--- config.mk ---
export PLATFORM = sky130hd
export DESIGN_NAME = quadrature_generator
export DESIGN_NICKNAME = d
export VERILOG_FILES = /design/src/rtl/quadrature_generator.sv
export SDC_FILE = /design/constraint.sdc
export NUM_CORES = 1
export LEC_CHECK = 0
export ABC_AREA = 1
export CAP_MARGIN = 25
export CORE_MARGIN = 4
export CORE_UTILIZATION = 59
export DETAILED_ROUTE_END_ITERATION = 6
export PLACE_DENSITY = 0.78
export SYNTH_ARGS = -nofsm -noshare
export SYNTH_HDL_FRONTEND = slang
export SYNTH_SLANG_ARGS = --single-unit
--- constraint.sdc ---
create_clock -name clk -period 5.5 [get_ports clk]
set_clock_uncertainty 0.2 [all_clocks]
set_input_delay 0.55 -clock clk [delete_from_list [all_inputs] [get_ports clk]]
set_output_delay 0.55 -clock clk [all_outputs]
set_load 0.02 [all_outputs]
--- src/rtl/quadrature_generator.sv ---
// Quadrature generator: steps quadA/quadB toward a latched target at a programmable period.
// Define QGEN_INDEX_EN to add the revolution counter and index output.
module quadrature_generator #(
    parameter int WIDTH     = 32,
    parameter int PER_WIDTH = 16
`ifdef QGEN_INDEX_EN
    ,
    parameter int CPR       = 4096
`endif
) (
    input  logic                 clk,
    input  logic                 reset,
    input  logic [WIDTH-1:0]     target,
    input  logic                 target_valid,
    output logic                 target_ready,
    input  logic [PER_WIDTH-1:0] step_period,
    input  logic                 abort,
    output logic                 quadA,
    output logic                 quadB,
    output logic [WIDTH-1:0]     position,
    output logic                 busy,
    output logic                 done
`ifdef QGEN_INDEX_EN
    ,
    output logic                 index
`endif
);

    typedef enum logic {S_IDLE, S_RUN} state_t;

    state_t               state, state_nxt;
    logic [WIDTH-1:0]     target_l;
    logic [WIDTH-1:0]     diff;
    logic [WIDTH-1:0]     pos_nxt;
    logic [PER_WIDTH-1:0] reload_l;
    logic [PER_WIDTH-1:0] ivl_cnt;
    logic [PER_WIDTH-1:0] eff_reload;
    logic                 accept;
    logic                 tick;
    logic                 at_target;
    logic                 step_down;
    logic                 step_en;
    logic                 done_nxt;

    assign target_ready = (state == S_IDLE);
    assign busy         = (state == S_RUN);
    assign accept       = target_ready && target_valid;

    // A period of 0 behaves like 1, so the reload value saturates at 0.
    assign eff_reload = (step_period == '0) ? '0 : step_period - PER_WIDTH'(1);
    assign tick       = busy && (ivl_cnt == '0);

    // Shortest path in the wrap domain: the sign of the difference picks the direction.
    assign diff      = target_l - position;
    assign at_target = (diff == '0);
    assign step_down = diff[WIDTH-1];
    assign pos_nxt   = step_down ? position - WIDTH'(1) : position + WIDTH'(1);

    always_comb begin
        state_nxt = state;
        step_en   = 1'b0;
        done_nxt  = 1'b0;
        case (state)
            S_IDLE: begin
                if (target_valid) state_nxt = S_RUN;
            end
            S_RUN: begin
                if (abort) begin
                    state_nxt = S_IDLE;
                end else if (tick) begin
                    if (at_target) begin
                        state_nxt = S_IDLE;
                        done_nxt  = 1'b1;
                    end else begin
                        step_en = 1'b1;
                    end
                end
            end
            default: state_nxt = S_IDLE;
        endcase
    end

    always_ff @(posedge clk or negedge reset) begin
        if (!reset) begin
            state    <= S_IDLE;
            done     <= 1'b0;
            target_l <= '0;
            reload_l <= '0;
            ivl_cnt  <= '0;
        end else begin
            state <= state_nxt;
            done  <= done_nxt;
            if (accept) begin
                target_l <= target;
                reload_l <= eff_reload;
                ivl_cnt  <= eff_reload;
            end else if (busy) begin
                ivl_cnt <= (ivl_cnt == '0) ? reload_l : ivl_cnt - PER_WIDTH'(1);
            end
        end
    end

    // AB is the Gray code of position[1:0]: 0->00, 1->10, 2->11, 3->01.
    always_ff @(posedge clk or negedge reset) begin
        if (!reset) begin
            position <= '0;
            quadA    <= 1'b0;
            quadB    <= 1'b0;
        end else if (step_en) begin
            position <= pos_nxt;
            quadA    <= pos_nxt[1] ^ pos_nxt[0];
            quadB    <= pos_nxt[1];
        end
    end

`ifdef QGEN_INDEX_EN
    localparam int REV_W = (CPR > 1) ? $clog2(CPR) : 1;

    logic [REV_W-1:0] rev;
    logic [REV_W-1:0] rev_nxt;

    always_comb begin
        if (step_down)
            rev_nxt = (rev == '0) ? REV_W'(CPR - 1) : rev - REV_W'(1);
        else
            rev_nxt = (rev == REV_W'(CPR - 1)) ? '0 : rev + REV_W'(1);
    end

    always_ff @(posedge clk or negedge reset) begin
        if (!reset) begin
            rev   <= '0;
            index <= 1'b1;
        end else if (step_en) begin
            rev   <= rev_nxt;
            index <= (rev_nxt == '0) && !(pos_nxt[1] ^ pos_nxt[0]) && !pos_nxt[1];
        end
    end
`endif

endmodule
==> implementation parameters <==
Parameter                              Value

Outcome
  Result of the run ... complete, no violations

STA
  Final Hold Fails ... 0
  Setup repair after global routing missed its margin ... no
  Fmax ... 0.215 GHz
  Fin Setup TNS ... 0 ps
  Number of setup violations in the final report ... 0
  Tcrit/Tclk final ... between 80% and 90%
  Max-slew headroom at the worst pin ... a little over 40%
  Tightest Pin Transition ... 893 ps
  Minimum period implied by the final worst setup slack ... roughly 4600 ps
  Final Max Slew Viols ... 0

Synthesis
  Mapped Nets ... about 1600
  Sequential-to-total area share from yosys stat ... approximately a quarter
  Post-synth EDFFs ... 0
  Post-synth ARST share ... 100%
  Synth Area in Adders ... about 9%
  Average footprint of a synthesized cell ... 6.15 sq um
  Share of synthesized area spent on multiplexers ... 0%
  Number of warning messages in the yosys log ... 0
  Seq cells post-synth ... 99
  Synth Flop Type ... dfrtp_1
  Synth Area in Simple Gates ... 40.6%
  Main combinational cell family by area after synthesis ... simple AND/OR/NAND/NOR gates
  Synth Area in Compound Gates ... 8.33%
  Post-synthesis cell count ... between 1500 and 2000
  Number of distinct library cells after synthesis ... 43
  Xor and xnor area share after synthesis ... under 10%
  Synth Cell Area ... about 9300 sq um

Power and ir drop
  Power Dens Cells ... around 320 nW/um^2
  Combinational share of power ... 53.6%
  Proportion of total power due to net switching ... ~47%
  Power share of the clock group ... a little under a fifth
  Part of the power in registers ... between 20% and 30%
  Peak supply drop ... slightly below 0.0002 V
  Leak ... roughly 6.1 nW
  Cell internal pwr ... ~1.8 mW
  Net Sw Power ... around 1.6 mW

Global route
  First-pass GRT wire length ... roughly 46000 um
  Antenna violations before repair ... 0
  Pin count of the biggest net entering global routing ... 66
  Residual overflow from global routing ... 0
  Global-route usage over all layers ... 31.4%
  Via count of the first global-routing pass ... approximately 9200

Clocking
  Root Buffer ... clkbuf_16
  Total number of H-tree levels ... 3
  TritonCTS Sinks ... 99
  TritonCTS clock tree ... done
  Number of instances resized during post-cts repair ... 0
  Maximum buffer depth of the clock tree ... 2
  Worst-skew pair later-pin latency ... ~350 ps
  Cts bufs inserted ... 9
  Post-CTS clock slew at the launch and capture registers of the worst setup and hold paths ... roughly 70 ps

Final layout
  Number of nets in the final layout ... around 1700
  Fraction of final layout cells sized beyond drive strength 1 ... a little under 4%
  Filler Cell Count ... 1451
  Antenna diode count ... 0
  Layout overhead on the synthesized area ... 14.8%
  Finished Cell Area ... 10700 sq um

Placement
  Input/output buffers ... 88
  Placed standard-cell area ... about 10000 sq um
  Global placement routability congestion ... 0.951
  HPWL after detailed placement ... between 20000 and 25000 um

Critical path
  Required time at the endpoint of the critical path ... about 5500 ps
  Crit-path cells ... inv_1 -> ha_1 -> nand2_1 -> nor2_1 -> nand2_1 -> nor2_1 -> nand2_2 -> nand2_1 -> nand2_2 -> nand2_2 -> ha_1 -> a21oi_1 -> nand2_1 -> inv_1 -> o21ai_0 -> nand2_1 -> nand2_1 -> a21boi_0 -> o21ai_0 -> nand2_1 -> nand2_1 -> nand4_1 -> nand2_1
  Arrival time of the worst setup path ... about 4700 ps
  Launching point of the worst reg2reg path ... position[27]
  Cell with the largest stage delay on the worst path ... dfrtp_1
  Register-to-Register Setup Slack ... about 850 ps
  Type of the worst setup path ... register to register
  Worst R2R Path Depth ... 23
  CP startpoint kind ... register
  Delay contributed by the slowest stage of the critical path ... ~550 ps
  CP Max Fanout ... 21
  CP most frequent cell ... nand2_1
  Endpoint type of the worst setup path ... register
  Worst R2R End ... position[27]

Floorplan
  Floorplan die height ... between 100 and 150 um
  Core area ... around 15000 sq um
  Initial Utilization ... between 60% and 70%
  Io pins ... between 80 and 90
  Width of the chip ... approximately 130 um
  Total number of placement rows ... 45
  Area of the die ... 17900 sq um

Routing
  Via density per instance ... 5.42
  Drt wl/cell ... 15.2 um
  Detailed-route wire length ... between 20000 and 30000 um
  Total DRC errors in the routed layout ... 0
  Via total after detailed routing ... roughly 9900
  DRC marker count from the first detailed-route iteration ... between 900 and 1000
  Pre-Repair DR Iteration Count ... 5
  Number of nets still failing antenna checks after routing ... 0

Job
  MaxCap Viol Count ... 0

Worst hold path
  Hold Crit Endpoint ... reload_l[15]
  Hold Crit Depth ... 2
  Type of the worst min-delay path ... register to register
  Min-delay src ... reload_l[15]
metal layers:
layer / up-vias / track usage, % / share of wire, %
li1: 4947 / - / -
met1: 4517 / 45.6 / 46
met2: 357 / 49.6 / 45
met3: 47 / 4.65 / 7.4
met4: 0 / 7.20 / 1.8
met5: - / 0 / 0
metrics by stage:
| stage | hold WS (ps) | std cells | utilization [%] | total power, mW | setup WS, ps |
|---|---|---|---|---|---|
| 2_1_floorplan | 54.4 | 1521 | - | 2.29 | 1560 |
| 3_3_place_gp | 253 | 1804 | 67.8 | 2.71 | 1040 |
| 3_5_place_dp | 260 | 1804 | 67.8 | 2.75 | 960 |
| 4_1_cts | 278 | 1821 | 69.8 | 3.37 | 944 |
| 5_1_grt | 295 | 1821 | 69.8 | 3.71 | 478 |
| 6_report | 280 | 1821 | 69.8 | 3.41 | 853 |
registers in the layout (all words and copies together), names as in the netlist:
register	flops
position	32
target_l	32
done	1
ivl_cnt	16
reload_l	16
busy	1
quadA	1
power groups by stage:
stage	logic, mW	clock network, mW	registers (mW)
after floorplan	1.36	0	0.932
after global placement	1.75	0	0.956
after detailed placement	1.79	0	0.958
after CTS	1.79	0.634	0.946
after global routing	2.08	0.669	0.961
final	1.82	0.634	0.949
kinds of logic after synthesis:
kind of cell | Yosys count
AOI/OAI and AO/OA | 134
xor gates and xnor gates | 44
DFF | 99
and+or+nand+nor | 903
adders and majority gates | 66
buffers and inverters | 275
area by class of cell:
class                           instances  area, sq um  share of cell area [%]
Timing Repair Buffer                   97          948                    8.84
Sequential cell                        99         2480                    23.1
Clock buffer                           12          256                    2.39
Clock inverter                          4         32.5                   0.303
Multi-Input combinational cell       1147         5810                    54.1
Tap cell                              211          264                    2.46
Inverter                              251          942                    8.78
cell usage after synthesis, types with 2 or more instances:
library cell / n / area share (%)
ha_1: 64 / 8.6
a21oi_1: 58 / 3.1
o21ai_0: 34 / 1.8
buf_6: 3 / 0.36
nand3b_1: 9 / 0.72
nor3_1: 17 / 0.91
buf_2: 2 / 0.11
xnor2_1: 11 / 1.0
o211ai_1: 9 / 0.72
nand3_1: 79 / 4.2
dfrtp_1: 99 / 27
nor3_2: 2 / 0.21
nor4_1: 5 / 0.33
nand2_1: 587 / 24
nand3_4: 2 / 0.37
clkbuf_1: 16 / 0.64
o31ai_1: 3 / 0.24
fa_1: 2 / 0.43
o221ai_1: 8 / 0.75
nand4_1: 42 / 2.8
nor2_1: 129 / 5.2
a21o_1: 8 / 0.64
or2_2: 3 / 0.20
nor2_2: 4 / 0.27
xor2_1: 33 / 3.1
a21boi_0: 3 / 0.24
inv_1: 246 / 9.9
and2_1: 2 / 0.13
a31oi_1: 6 / 0.40
nand2_2: 19 / 1.3
inv_2: 4 / 0.16
worst max-delay path by stage:
stage | start | to | slack, ps
finish | position[27] | position[27] | 850
global placement | position[27] | position[30] | 1040
floorplan | position[2] | position[27] | 1560
detailed placement | position[27] | position[27] | 960
CTS | position[27] | position[27] | 940
global route | position[27] | position[27] | 480
critical path: cells and delay by family (launching register included):
family,cells,cell delay [ps]
compound gates,4,890
fa+ha+maj,2,800
buf+inv,2,190
flops,1,550
simple gates,15,1910
layout by cell type (no fill, tap or decap), types with 2 or more instances in the layout:
cell type        synthesis  routed
nand3_1                 79      79
a21oi_1                 58      58
nand2_2                 19      19
or2_2                    3       3
o221ai_1                 8       8
o21ai_0                 34      34
xnor2_1                 11      11
clkdlybuf4s50_1          0      87
nand3_4                  2       2
nor3_1                  17      17
nor2_1                 129     128
nor4_1                   5       5
clkinvlp_4               0       2
a21o_1                   8       8
o31ai_1                  3       3
clkbuf_16                0       9
inv_1                  246     246
o211ai_1                 9       9
nand2_1                587     587
nand3b_1                 9       9
inv_2                    4       4
nand4_1                 42      42
a21boi_0                 3       3
nor2_2                   4       5
clkbuf_8                 0       2
and2_1                   2       2
fa_1                     2       2
dfrtp_1                 99      99
ha_1                    64      64
a31oi_1                  6       6
xor2_1                  33      33
buf_4                    1       9
timing repair:
action | 4_1_cts | 5_1_grt
setup buffers | 0 | 0
hold buffers | 1 | 0
hold endpoints to repair | 34 | 0
Power figures use the tool's default switching activity.
==> RTL change 1: new RTL, same flow settings <==
The option `QGEN_INDEX_EN` is turned on by a define.
--- a/src/rtl/quadrature_generator.sv
+++ b/src/rtl/quadrature_generator.sv
@@ -1,4 +1,6 @@
 // Quadrature generator: steps quadA/quadB toward a latched target at a programmable period.
 // Define QGEN_INDEX_EN to add the revolution counter and index output.
+`define QGEN_INDEX_EN
+
 module quadrature_generator #(
     parameter int WIDTH     = 32,
Function (old outputs only; new: index): kept (Yosys induction, for registers that start in step).
==> RTL change 1 against the unedited design <==
  * Core utilization decreased by 1.1 points
  * Count of clock-buffer cells in the layout shrank 3
  * Synthesized area is 6.7% higher
  * Sequential share of layout area rose by 1.5 points
  * Highest routed layer unchanged
  * Fmax is 6.1% higher
  * Total power up 9.4%
  * Cell area up 6.1%
  * Setup slack improved by 270 ps
  * Via count increased by 6.5%
  * Wire length increased by 11%
  * Final cell count rose by 1.6%
  * First-iteration DRC count grew 3.2%
  * Sequential cell count is 13 higher
==> RTL change 1: results (changes against the unedited design) <==
<table>
<tr><th>Metric</th><th>Value</th></tr>
<tr><th colspan="2">Run status</th></tr>
<tr><td>Status</td><td>finished, final reports clean</td></tr>
<tr><th colspan="2">Cells and area</th></tr>
<tr><td>Number of nets at the end of the flow</td><td>1,746 (+1.3%)</td></tr>
<tr><td>Layout Cells excl Fill</td><td>1,851 (+1.6%)</td></tr>
<tr><th colspan="2">GRT</th></tr>
<tr><td>Met1 usage</td><td>42.1% (-3.5 points)</td></tr>
<tr><td>Global-route total usage across every layer</td><td>31.8% (+0.44 points)</td></tr>
<tr><td>Vias in the first global route</td><td>10,200 (+11%)</td></tr>
<tr><td>Largest net degree at the start of global routing</td><td>71 (+7.6%)</td></tr>
<tr><th colspan="2">Yosys</th></tr>
<tr><td>Total nets after synthesis</td><td>1,667 (+1.7%)</td></tr>
<tr><td>Count of cell types in the netlist</td><td>55 (+28%)</td></tr>
<tr><td>Leading cell types by total area after synthesis</td><td>dfrtp_1, nand2_1, ha_1</td></tr>
<tr><td>Average footprint of a synthesized cell</td><td>6.44 sq um (+4.8%)</td></tr>
<tr><td>Post-synth top cells</td><td>nand2_1, inv_1, nor2_1</td></tr>
<tr><th colspan="2">Setup path</th></tr>
<tr><td>Highest cell delay on the worst timing path</td><td>520 ps (-30 ps)</td></tr>
<tr><td>Crit path arrival time</td><td>4440 ps (-250 ps)</td></tr>
<tr><td>Peak fanout along the critical path</td><td>42 (+100%)</td></tr>
<tr><th colspan="2">Detailed routing</th></tr>
<tr><td>DRT Pass-1 Iters</td><td>6 (+1)</td></tr>
<tr><td>Routed metal-1 wire length</td><td>13.3 mm (+4.1%)</td></tr>
<tr><td>Detailed router's first-iteration violation count</td><td>978 (+3.2%)</td></tr>
<tr><td>Routed vias/inst</td><td>5.68 (+4.8%)</td></tr>
<tr><td>Total wire length</td><td>30.6 mm (+11%)</td></tr>
<tr><th colspan="2">Placed design</th></tr>
<tr><td>DPL Wire Length</td><td>24.2 mm (+8.9%)</td></tr>
<tr><td>Placement Setup Slack</td><td>1260 ps (+297 ps)</td></tr>
<tr><td>Placer congestion estimate</td><td>1.02 (+6.9%)</td></tr>
<tr><th colspan="2">Pwr</th></tr>
<tr><td>Part of the total power dissipated in sequential elements</td><td>28.5% (+0.7 points)</td></tr>
<tr><td>Clock network fraction of design power</td><td>18.9% (+0.3 points)</td></tr>
<tr><th colspan="2">Timing</th></tr>
<tr><td>Transition time at the pin with the least slew margin</td><td>752 ps (-140 ps)</td></tr>
</table>
[RTL change 1: cell count changes after synthesis, sizes merged, moves of 7 or more]
| cell | before | now |
|---|---|---|
| nor3 | 19 | 26 |
| o21ai | 35 | 78 |
| a21oi | 59 | 85 |
| dfrtp | 99 | 111 |
| xor2 | 33 | 41 |
| inv | 250 | 204 |
| nor2 | 133 | 169 |
| o21bai | 1 | 8 |
| nand3 | 82 | 71 |
| nand2 | 606 | 527 |
| nand4 | 42 | 27 |
[RTL change 1: path summary, 6_finish.rpt]
path,start,end,slack [ps],depth (start not counted)
min reg2reg,index$_DFFE_PN1P_,index$_DFFE_PN1P_,280,2
min,index$_DFFE_PN1P_,index$_DFFE_PN1P_,280,2
max,position[26]$_DFFE_PN0P_,position[31]$_DFFE_PN0P_,1120,22
max reg2reg,position[26]$_DFFE_PN0P_,position[31]$_DFFE_PN0P_,1120,22
max in group asynchronous,reset,position[31]$_DFFE_PN0P_,3620,4
min in group asynchronous,reset,target_l[3]$_DFFE_PN0P_,320,2
[RTL change 1: logic make-up after synthesis]
logic type                 Yosys count  share of synthesized area (%)
DFF                                112                           28.1
buffers and inverters              232                           9.07
and+or+nand+nor                    849                           35.7
adders and majority gates           67                           8.48
xor gates and xnor gates            57                           5.01
AOI/OAI and AO/OA                  231                           13.6
[RTL change 1: per-stage QoR]
step                      utilization (%)  hold slack (ps)
after floorplan                         -             54.4
after global placement               66.6              257
after detailed placement             66.6              260
after CTS                            68.4              152
after global routing                 68.6              300
final                                68.6              280
[RTL change 1: final cells by class]
| type | count | area share, % |
|---|---|---|
| clock buffer | 9 | 1.98 |
| clock inverter | 6 | 0.681 |
| inverter | 204 | 6.73 |
| multi-input combinational | 1204 | 55.1 |
| sequential | 112 | 24.6 |
| tap | 220 | 2.42 |
| timing repair buffer | 96 | 8.46 |
==> RTL change 2: new RTL, same flow settings <==
Without the edit above. Add an input register stage for `target`, without a reset; this delays it by one clock. The other inputs are not delayed to match.
--- a/src/rtl/quadrature_generator.sv
+++ b/src/rtl/quadrature_generator.sv
@@ -28,4 +28,10 @@
 
     typedef enum logic {S_IDLE, S_RUN} state_t;
+
+    logic [WIDTH-1:0] target_q;
+
+    always_ff @(posedge clk) begin
+        target_q <= target;
+    end
 
     state_t               state, state_nxt;
@@ -92,5 +98,5 @@
             done  <= done_nxt;
             if (accept) begin
-                target_l <= target;
+                target_l <= target_q;
                 reload_l <= eff_reload;
                 ivl_cnt  <= eff_reload;
Behaviour: not the same (Yosys sat finds a counterexample within 4 cycles, from zero or initial values and one cycle with reset low).
==> RTL change 2 against the unedited design <==
  * Cell area grew 8.9%
  * Clock power rose by 80%
  * Synthesized cell count rose by 2.0%
  * Wire length increased by 9.1%
  * Die area is 6.8% higher
  * Worst hold slack got worse by 280 ps
  * Total power rose by 23%
  * Synthesized area is 7.2% higher
  * Global-route usage grew 0.18 points
  * Sequential cell count rose by 32
  * Count of clock-buffer cells in the layout increased by 6
  * Setup slack got worse by 270 ps
  * Core utilization increased by 0.41 points
  * Highest routed layer unchanged
==> RTL change 2: results (changes against the unedited design) <==
<table>
<tr><th>Metric</th><th>Value</th></tr>
<tr><th colspan="2">Yosys</th></tr>
<tr><td>Leading cell types by total area after synthesis</td><td>dfrtp_1, nand2_1, inv_1</td></tr>
<tr><td>Total nets after synthesis</td><td>1,669 (+1.8%)</td></tr>
<tr><td>Async set-reset flop share out of synthesis</td><td>75.6% (-24 points)</td></tr>
<tr><td>Post-synth top cells</td><td>nand2_1, inv_1, nor2_1</td></tr>
<tr><td>Share of the yosys chip area belonging to registers</td><td>31.1% (+4.6 points)</td></tr>
<tr><th colspan="2">Setup path</th></tr>
<tr><td>Cell with the biggest individual delay on the critical path</td><td>ha_1</td></tr>
<tr><td>Crit path arrival time</td><td>5080 ps (+390 ps)</td></tr>
<tr><td>Minimum setup slack among reg-to-reg paths</td><td>580 ps (-270 ps)</td></tr>
<tr><td>Peak fanout along the critical path</td><td>34 (+62%)</td></tr>
<tr><td>Highest cell delay on the worst timing path</td><td>630 ps (+80 ps)</td></tr>
<tr><th colspan="2">Placed design</th></tr>
<tr><td>Instance area at placement</td><td>11,100 sq um (+6.4%)</td></tr>
<tr><td>Placement Setup Slack</td><td>720 ps (-240 ps)</td></tr>
<tr><td>Placed cell count</td><td>1,840 (+2.0%)</td></tr>
<tr><th colspan="2">Cells and area</th></tr>
<tr><td>Regs by FF count</td><td>position (32), target_l (32), target_q (32)</td></tr>
<tr><td>Layout Cells excl Fill</td><td>1,872 (+2.8%)</td></tr>
<tr><th colspan="2">GRT</th></tr>
<tr><td>Global-route total usage across every layer</td><td>31.6% (+0.18 points)</td></tr>
<tr><td>Vias in the first global route</td><td>9,766 (+6.6%)</td></tr>
<tr><th colspan="2">Run status</th></tr>
<tr><td>Status</td><td>finished, final reports clean</td></tr>
<tr><th colspan="2">Clock tree</th></tr>
<tr><td>CTS buffer count</td><td>17 (+8)</td></tr>
<tr><td>Clock insertion delay at the later pin of the skew report</td><td>430 ps (+80 ps)</td></tr>
<tr><td>H-tree depth</td><td>4 (+1)</td></tr>
<tr><th colspan="2">Detailed routing</th></tr>
<tr><td>Final routed wire length divided by cell count</td><td>16.1 um (+6.1%)</td></tr>
<tr><td>Detailed router's first-iteration violation count</td><td>903 (-4.7%)</td></tr>
<tr><td>Number of vias in the routed layout</td><td>10,200 (+3.9%)</td></tr>
<tr><th colspan="2">Worst hold path</th></tr>
<tr><td>Worst min path class</td><td>in -&gt; async</td></tr>
<tr><th colspan="2">Timing</th></tr>
<tr><td>Worst hold slack</td><td>0.943 ps (-279 ps)</td></tr>
</table>
==> RTL change 2: cell count changes after synthesis, moves of 6 or more <==
cell      before  now
nor2_2         4   10
nor2_1       129  119
inv_1        246  228
o221ai_1       8    2
dfxtp_1        0   32
inv_2          4   15
==> RTL change 2: worst max-delay path by stage <==
| stage | slack (ps) | to |
|---|---|---|
| 2_1_floorplan | 1500 | position[27]$_DFFE_PN0P_ |
| 3_3_place_gp | 750 | position[18]$_DFFE_PN0P_ |
| 3_5_place_dp | 720 | position[18]$_DFFE_PN0P_ |
| 4_1_cts | 700 | position[18]$_DFFE_PN0P_ |
| 5_1_grt | 130 | position[30]$_DFFE_PN0P_ |
| 6_report | 580 | position[18]$_DFFE_PN0P_ |
==> RTL change 2: routing by layer <==
| layer | share of wire (%) | GRT usage, % |
|---|---|---|
| met5 | 0 | 0 |
| met4 | 2.2 | 9.57 |
| met3 | 9.0 | 7.84 |
| met2 | 44 | 48.2 |
| met1 | 45 | 44.5 |
==> RTL change 2: final cells by class <==
type / instances / area share [%]
Multi-Input combinational cell: 1152 / 50.3
Sequential cell: 131 / 26.7
Timing Repair Buffer: 93 / 7.84
Inverter: 244 / 7.84
Clock buffer: 18 / 3.86
Tap cell: 220 / 2.36
Clock inverter: 14 / 1.16
==> RTL change 2: kinds of logic after synthesis <==
logic type,share of synthesized area (%)
and+or+nand+nor,38.1
buffers and inverters,10.4
AOI/OAI and AO/OA,7.66
DFF,31.1
adders and majority gates,8.39
xor gates and xnor gates,4.37
==> RTL change 2: where the power goes <==
| group | total (uW) | switching [uW] | leakage, uW | internal (uW) |
|---|---|---|---|---|
| sequential | 1200 | 109 | 0.00154 | 1090 |
| clock | 1140 | 510 | 0.000290 | 628 |
| combinational | 1840 | 1210 | 0.00462 | 626 |
